### config.mk
export PLATFORM = sky130hd
export DESIGN_NAME = inst_mem_port
export DESIGN_NICKNAME = d
export VERILOG_FILES = /design/src/rtl/inst_mem_port.sv
export SDC_FILE = /design/constraint.sdc
export NUM_CORES = 1
export LEC_CHECK = 0
export BUFFER_PORTS_ARGS = -buffer_cell sky130_fd_sc_hd__buf_2
export CORE_ASPECT_RATIO = 1.4
export CORE_UTILIZATION = 45
export DETAILED_ROUTE_END_ITERATION = 16
export PLACE_DENSITY = 0.79
export SLEW_MARGIN = 20
export SYNTH_ARGS = -nofsm -noshare
export SYNTH_HDL_FRONTEND = slang
export SYNTH_SLANG_ARGS = --single-unit
### constraint.sdc
create_clock -name clk -period 3.55 [get_ports clk]
set_input_delay 0.71 -clock clk [delete_from_list [all_inputs] [get_ports clk]]
set_output_delay 0.71 -clock clk [all_outputs]
set_load 0.005 [all_outputs]
### src/rtl/inst_mem_port.sv
// inst_mem_port: instruction-fetch responder. Assembles a little-endian
// 32-bit word from four byte reads of a synchronous RAM, framed by busy.
// Optional direct-mapped instruction cache compiled in with ICACHE_EN.
module inst_mem_port #(
  parameter int ADDR_W       = 17,
  parameter int ICACHE_IDX_W = 6
) (
  input  logic              clk,
  input  logic              rst,
  input  logic              rdy,
  input  logic              ram_inst_re,
  input  logic [31:0]       ram_inst_raddr,
  output logic [31:0]       ram_inst,
  output logic              ram_inst_busy,
  input  logic              mem_gnt,
  output logic [ADDR_W-1:0] mem_a,
  output logic              mem_wr,
  input  logic [7:0]        mem_din
);

`ifdef ICACHE_EN
  typedef enum logic [1:0] {S_IDLE, S_FETCH, S_HIT} state_e;
`else
  typedef enum logic [1:0] {S_IDLE, S_FETCH} state_e;
`endif

  state_e              state_q, state_d;
  logic [ADDR_W-3:0]   aw_q;        // latched word address (byte address >> 2)
  logic [1:0]          i_q;         // issue counter / byte lane being issued
  logic                done_q;      // all four lanes issued
  logic                cap_q;       // capture pending this cycle
  logic [1:0]          cap_lane_q;  // lane the pending capture belongs to
  logic [23:0]         asm_q;       // lanes 0..2; lane 3 is taken straight from mem_din
  logic [31:0]         ram_inst_q;
  logic                busy_q;
  logic [ADDR_W-1:0]   mem_a_q;     // last address driven, held while idle

  logic [ADDR_W-3:0]   req_w;
  logic [31:0]         fill_word;
  logic                accept, issue, complete;
  logic                unused_raddr;

  assign req_w         = ram_inst_raddr[ADDR_W-1:2];
  assign fill_word     = {mem_din, asm_q};
  assign unused_raddr  = ^{ram_inst_raddr[31:ADDR_W], ram_inst_raddr[1:0]};
  assign ram_inst      = ram_inst_q;
  assign ram_inst_busy = busy_q;
  assign mem_wr        = 1'b0;

`ifdef ICACHE_EN
  localparam int LINES = 1 << ICACHE_IDX_W;
  localparam int TAG_W = ADDR_W - 2 - ICACHE_IDX_W;

  logic [LINES-1:0]        valid_q;
  logic [TAG_W-1:0]        tag_q  [LINES];
  logic [31:0]             data_q [LINES];
  logic [ICACHE_IDX_W-1:0] req_idx, fill_idx;
  logic [TAG_W-1:0]        req_tag, fill_tag;
  logic                    cache_hit;
  logic [31:0]             hit_word;

  assign req_idx   = req_w[ICACHE_IDX_W-1:0];
  assign req_tag   = req_w[ADDR_W-3:ICACHE_IDX_W];
  assign fill_idx  = aw_q[ICACHE_IDX_W-1:0];
  assign fill_tag  = aw_q[ADDR_W-3:ICACHE_IDX_W];
  assign cache_hit = valid_q[req_idx] && (tag_q[req_idx] == req_tag);
  // In HIT the latched address still selects the line that hit.
  assign hit_word  = data_q[fill_idx];

  // Valid bits: cleared only by reset, set when a miss completes.
  always_ff @(posedge clk or posedge rst) begin
    if (rst) begin
      valid_q <= '0;
    end else if (rdy && complete) begin
      valid_q[fill_idx] <= 1'b1;
    end
  end

  // Tag/data storage: filled at miss completion, never needs reset.
  always_ff @(posedge clk) begin
    if (rdy && complete) begin
      tag_q[fill_idx]  <= fill_tag;
      data_q[fill_idx] <= fill_word;
    end
  end
`endif

  // State register.
  always_ff @(posedge clk or posedge rst) begin
    if (rst) begin
      state_q <= S_IDLE;
    end else if (rdy) begin
      state_q <= state_d;
    end
  end

  // Next state, address mux and per-cycle control strobes.
  // The first issue overlaps the accepting edge, so in IDLE the request
  // address goes straight to the RAM bus.
  always_comb begin
    state_d  = state_q;
    mem_a    = mem_a_q;
    accept   = 1'b0;
    issue    = 1'b0;
    complete = 1'b0;
    case (state_q)
      S_IDLE: begin
        if (ram_inst_re) begin
          accept = 1'b1;
`ifdef ICACHE_EN
          if (cache_hit) state_d = S_HIT;
          else
`endif
          begin
            state_d = S_FETCH;
            mem_a   = {req_w, 2'b00};
            issue   = mem_gnt;
          end
        end
      end
      S_FETCH: begin
        if (!done_q) begin
          mem_a = {aw_q, i_q};
          issue = mem_gnt;
        end
        if (cap_q && cap_lane_q == 2'd3) begin
          complete = 1'b1;
          state_d  = S_IDLE;
        end
      end
`ifdef ICACHE_EN
      S_HIT: state_d = S_IDLE;
`endif
      default: state_d = S_IDLE;
    endcase
  end

  // Datapath: request latch, issue counter, byte capture and result.
  always_ff @(posedge clk or posedge rst) begin
    if (rst) begin
      aw_q       <= '0;
      i_q        <= '0;
      done_q     <= 1'b0;
      cap_q      <= 1'b0;
      cap_lane_q <= '0;
      asm_q      <= '0;
      ram_inst_q <= '0;
      busy_q     <= 1'b0;
      mem_a_q    <= '0;
    end else if (rdy) begin
      mem_a_q    <= mem_a;
      cap_q      <= issue;
      cap_lane_q <= i_q;
      if (accept) begin
        aw_q   <= req_w;
        busy_q <= 1'b1;
      end
      if (issue) begin
        if (i_q == 2'd3) done_q <= 1'b1;
        else             i_q    <= i_q + 2'd1;
      end
      if (cap_q) begin
        case (cap_lane_q)
          2'd0:    asm_q[7:0]   <= mem_din;
          2'd1:    asm_q[15:8]  <= mem_din;
          2'd2:    asm_q[23:16] <= mem_din;
          default: ;
        endcase
      end
      if (complete) begin
        ram_inst_q <= fill_word;
        busy_q     <= 1'b0;
        i_q        <= '0;
        done_q     <= 1'b0;
      end
`ifdef ICACHE_EN
      if (state_q == S_HIT) begin
        ram_inst_q <= hit_word;
        busy_q     <= 1'b0;
      end
`endif
    end
  end

endmodule

==> results.yml <==
timing:
  fin_skew_ns: 0.004967
  hold_viol_final: 0
  worst_slew_pin_slew_ns: 0.6894
  holdWs_ns: 0.4050
  setup_ws_ns: 0.7083
  finalMaxSlewViolations: 0
  fmax_mhz: 351.9
  tns_ns: 0
  final-setup-viol-count: 0
  finalCritPeriodShare_pct: 80.05
  grt_setup_unrepaired: "no"
  timing.final.crit_period_ns: 2.842
  slew_headroom_pct: 53.99
setup_path:
  critical_path_arrival_ns: 2.13
  startpoint_type: "flip-flop"
  cp-end-kind: "output pin"
  cpPeakStageDelay_ns: 0.60
  worstPathRequired_ns: 2.84
  critPathKind: "flip-flop to output pin"
  slowest_stage: "dfrtp_1"
  r2r_cells: 3
  crit_chain: "nor2b_4 -> nor2_2 -> a22o_1 -> buf_2"
  crit_fanout: 20
route:
  first_pass_iters: 4
  drt_drc_violations_left: 0
  num_vias: 2544
  routed_wl_um: 7576
  ant_nets: 0
  wl_per_cell_um: 16.40
  drt_iter0_markers: 47
  viasPerCell: 5.506
cells_and_area:
  multi_input_area_sq_um: 1577
  antenna_cells: 0
  n_fill_cell: 746
  seq_area_sq_um: 2402
  synthToLayoutAreaGrowth_pct: 16.76
  drive_above_1_share_pct: 43.66
  nets: 398
  utilization_pct: 53.69
global_routing:
  grt_pass1_vias: 2626
  grt_usage_pct: 17.09
  grt_overflow_total: 0
  grt_max_degree: 40
  antenna_found_initial: 0
  grt_pass1_wl_um: 12780
clocking:
  cts_buffers: 9
  post_cts_resized: 0
  htree_levels: 3
  cts.sinks: 96
  cts.path.max_buffers: 2
  cts_tree: "yes"
  root_buffer: "clkbuf_16"
  post-cts-setup-buffer-count: 0
  cts.clk_slew.worst_paths_ns: 0.06
  cts_hold_buf: 0
  clk_latency_ns: 0.33
floorplan:
  core_area_sq_um: 8977
  die_h_um: 115.3
  num_rows: 41
  die_area_sq_um: 9565
  start_util_pct: 45.98
  die_x_um: 82.95
  io_pins: 96
power:
  ir_drop_uv: 508.0
  power_uw: 4278
  power_density_nw_per_um2: 887.5
  p_leak_uw: 0.002509
place:
  gp_congestion: 0.7216
  numPortBuffers: 77
  post-place-ws_ns: 0.8837
  dp_hpwl_um: 5206
logic_synthesis:
  synth_edf_count: 0
  syn_nets: 321
  syn_area_sq_um: 4128
  synth_cells: 275
  synth-async-reset-ratio_pct: 100.0
  synth_flop_cell: "dfrtp_1"
  yosysSeqAreaShare_pct: 58.20
  avgSynthCellArea_sq_um: 15.01
  ys.warnings.count: 0
  ys_ff_latch: 96
  synth_cell_types: 34
status:
  status: "complete, no violations"
run:
  cap_violations: 0
hold_path:
  hold_class: "input port to async pin"
-- metrics by stage --
stage	cells	area (sq um)
floorplan	275	4128
global placement	448	4549
detailed placement	448	4549
finish	462	4820
CTS	462	4820
global route	462	4820
-- final cells by class --
cell class | count | share of cell area [%]
clock inverter | 1 | 0.6231
multi-input combinational | 159 | 32.71
inverter | 5 | 0.4413
sequential | 96 | 49.84
clock buffer | 13 | 4.984
timing repair buffer | 81 | 8.619
tap | 107 | 2.778
-- path summary, 6_finish.rpt --
| path | slack [ns] | endpoint | start |
|---|---|---|---|
| min reg2reg | 0.48 | ram_inst[8] | ram_inst[8] |
| min | 0.41 | ram_inst[26] | rst |
| max reg2reg | 1.74 | mem_a_q[5] | state_q[0] |
| min in group clk | 0.48 | ram_inst[8] | ram_inst[8] |
| max in group asynchronous | 2.39 | asm_q[22] | rst |
| max | 0.71 | mem_a[1] | state_q[0] |
-- power breakdown --
part           total (uW)  internal (uW)  leakage, uW  switching (uW)
Combinational        1480            852      0.00117             626
Clock                 906            539     0.000130             367
Sequential           1890           1590      0.00120             304
-- registers in the layout, indices dropped and copies added, names as in the netlist --
register	count
ram_inst	32
asm_q	24
mem_a_q	17
aw_q	15
cap_lane_q	2
i_q	2
cap_q	1
done_q	1
ram_inst_busy	1
state_q	1
-- routing by layer --
layer	up-vias	global-route usage, %	part of all wire (%)
met5	-	0	0
met4	0	7.701	1.2
met3	10	4.020	3.9
met2	51	30.38	54
met1	1318	19.63	41
li1	1165	-	-
-- cells by family (layout without fill, tap and decap cells) --
group	after synthesis	after routing	synth area share, %
buf+inv	20	100	3.668
fa+ha+maj	1	1	0.3031
flops	96	96	58.20
mux	75	75	21.13
simple gates	23	23	5.154
compound gates	59	59	11.46
other cells	1	1	0.09085
-- Yosys cell counts, types with 2 or more instances --
master / count / area (sq um)
dfrtp_1: 96 / 2402
mux2_2: 44 / 495.5
a22o_1: 28 / 245.2
mux2_1: 21 / 236.5
a21o_1: 15 / 112.6
buf_6: 8 / 90.09
mux2_4: 8 / 120.1
o21ai_0: 8 / 40.04
nand2_1: 7 / 26.28
inv_1: 5 / 18.77
buf_4: 4 / 30.03
nand3b_1: 4 / 30.03
a32o_1: 2 / 20.02
clkbuf_1: 2 / 7.510
mux2i_1: 2 / 20.02
nand4b_2: 2 / 30.03
o2111ai_1: 2 / 17.52
-- critical path, delay by kind of cell (launching register included) --
| family | cells | cell delay (ns) |
|---|---|---|
| AND/OR/NAND/NOR | 2 | 0.82 |
| flip-flops | 1 | 0.60 |
| AO/OA/AOI/OAI | 1 | 0.25 |
| buffers and inverters | 1 | 0.12 |
-- cells in the final DEF, fill, tap and decap left out, types with 2 or more instances in the layout --
master | netlist | routed
mux2i_1 | 2 | 2
inv_1 | 5 | 4
a22o_1 | 28 | 28
mux2_2 | 44 | 44
nand3b_1 | 4 | 4
nand4b_2 | 2 | 2
o21ai_0 | 8 | 8
buf_2 | 1 | 77
buf_4 | 4 | 4
clkbuf_1 | 2 | 4
mux2_4 | 8 | 8
clkbuf_16 | 0 | 9
nand2_1 | 7 | 7
a32o_1 | 2 | 2
mux2_1 | 21 | 21
a21o_1 | 15 | 15
dfrtp_1 | 96 | 96
o2111ai_1 | 2 | 2
(Power assumes the default switching activity.)
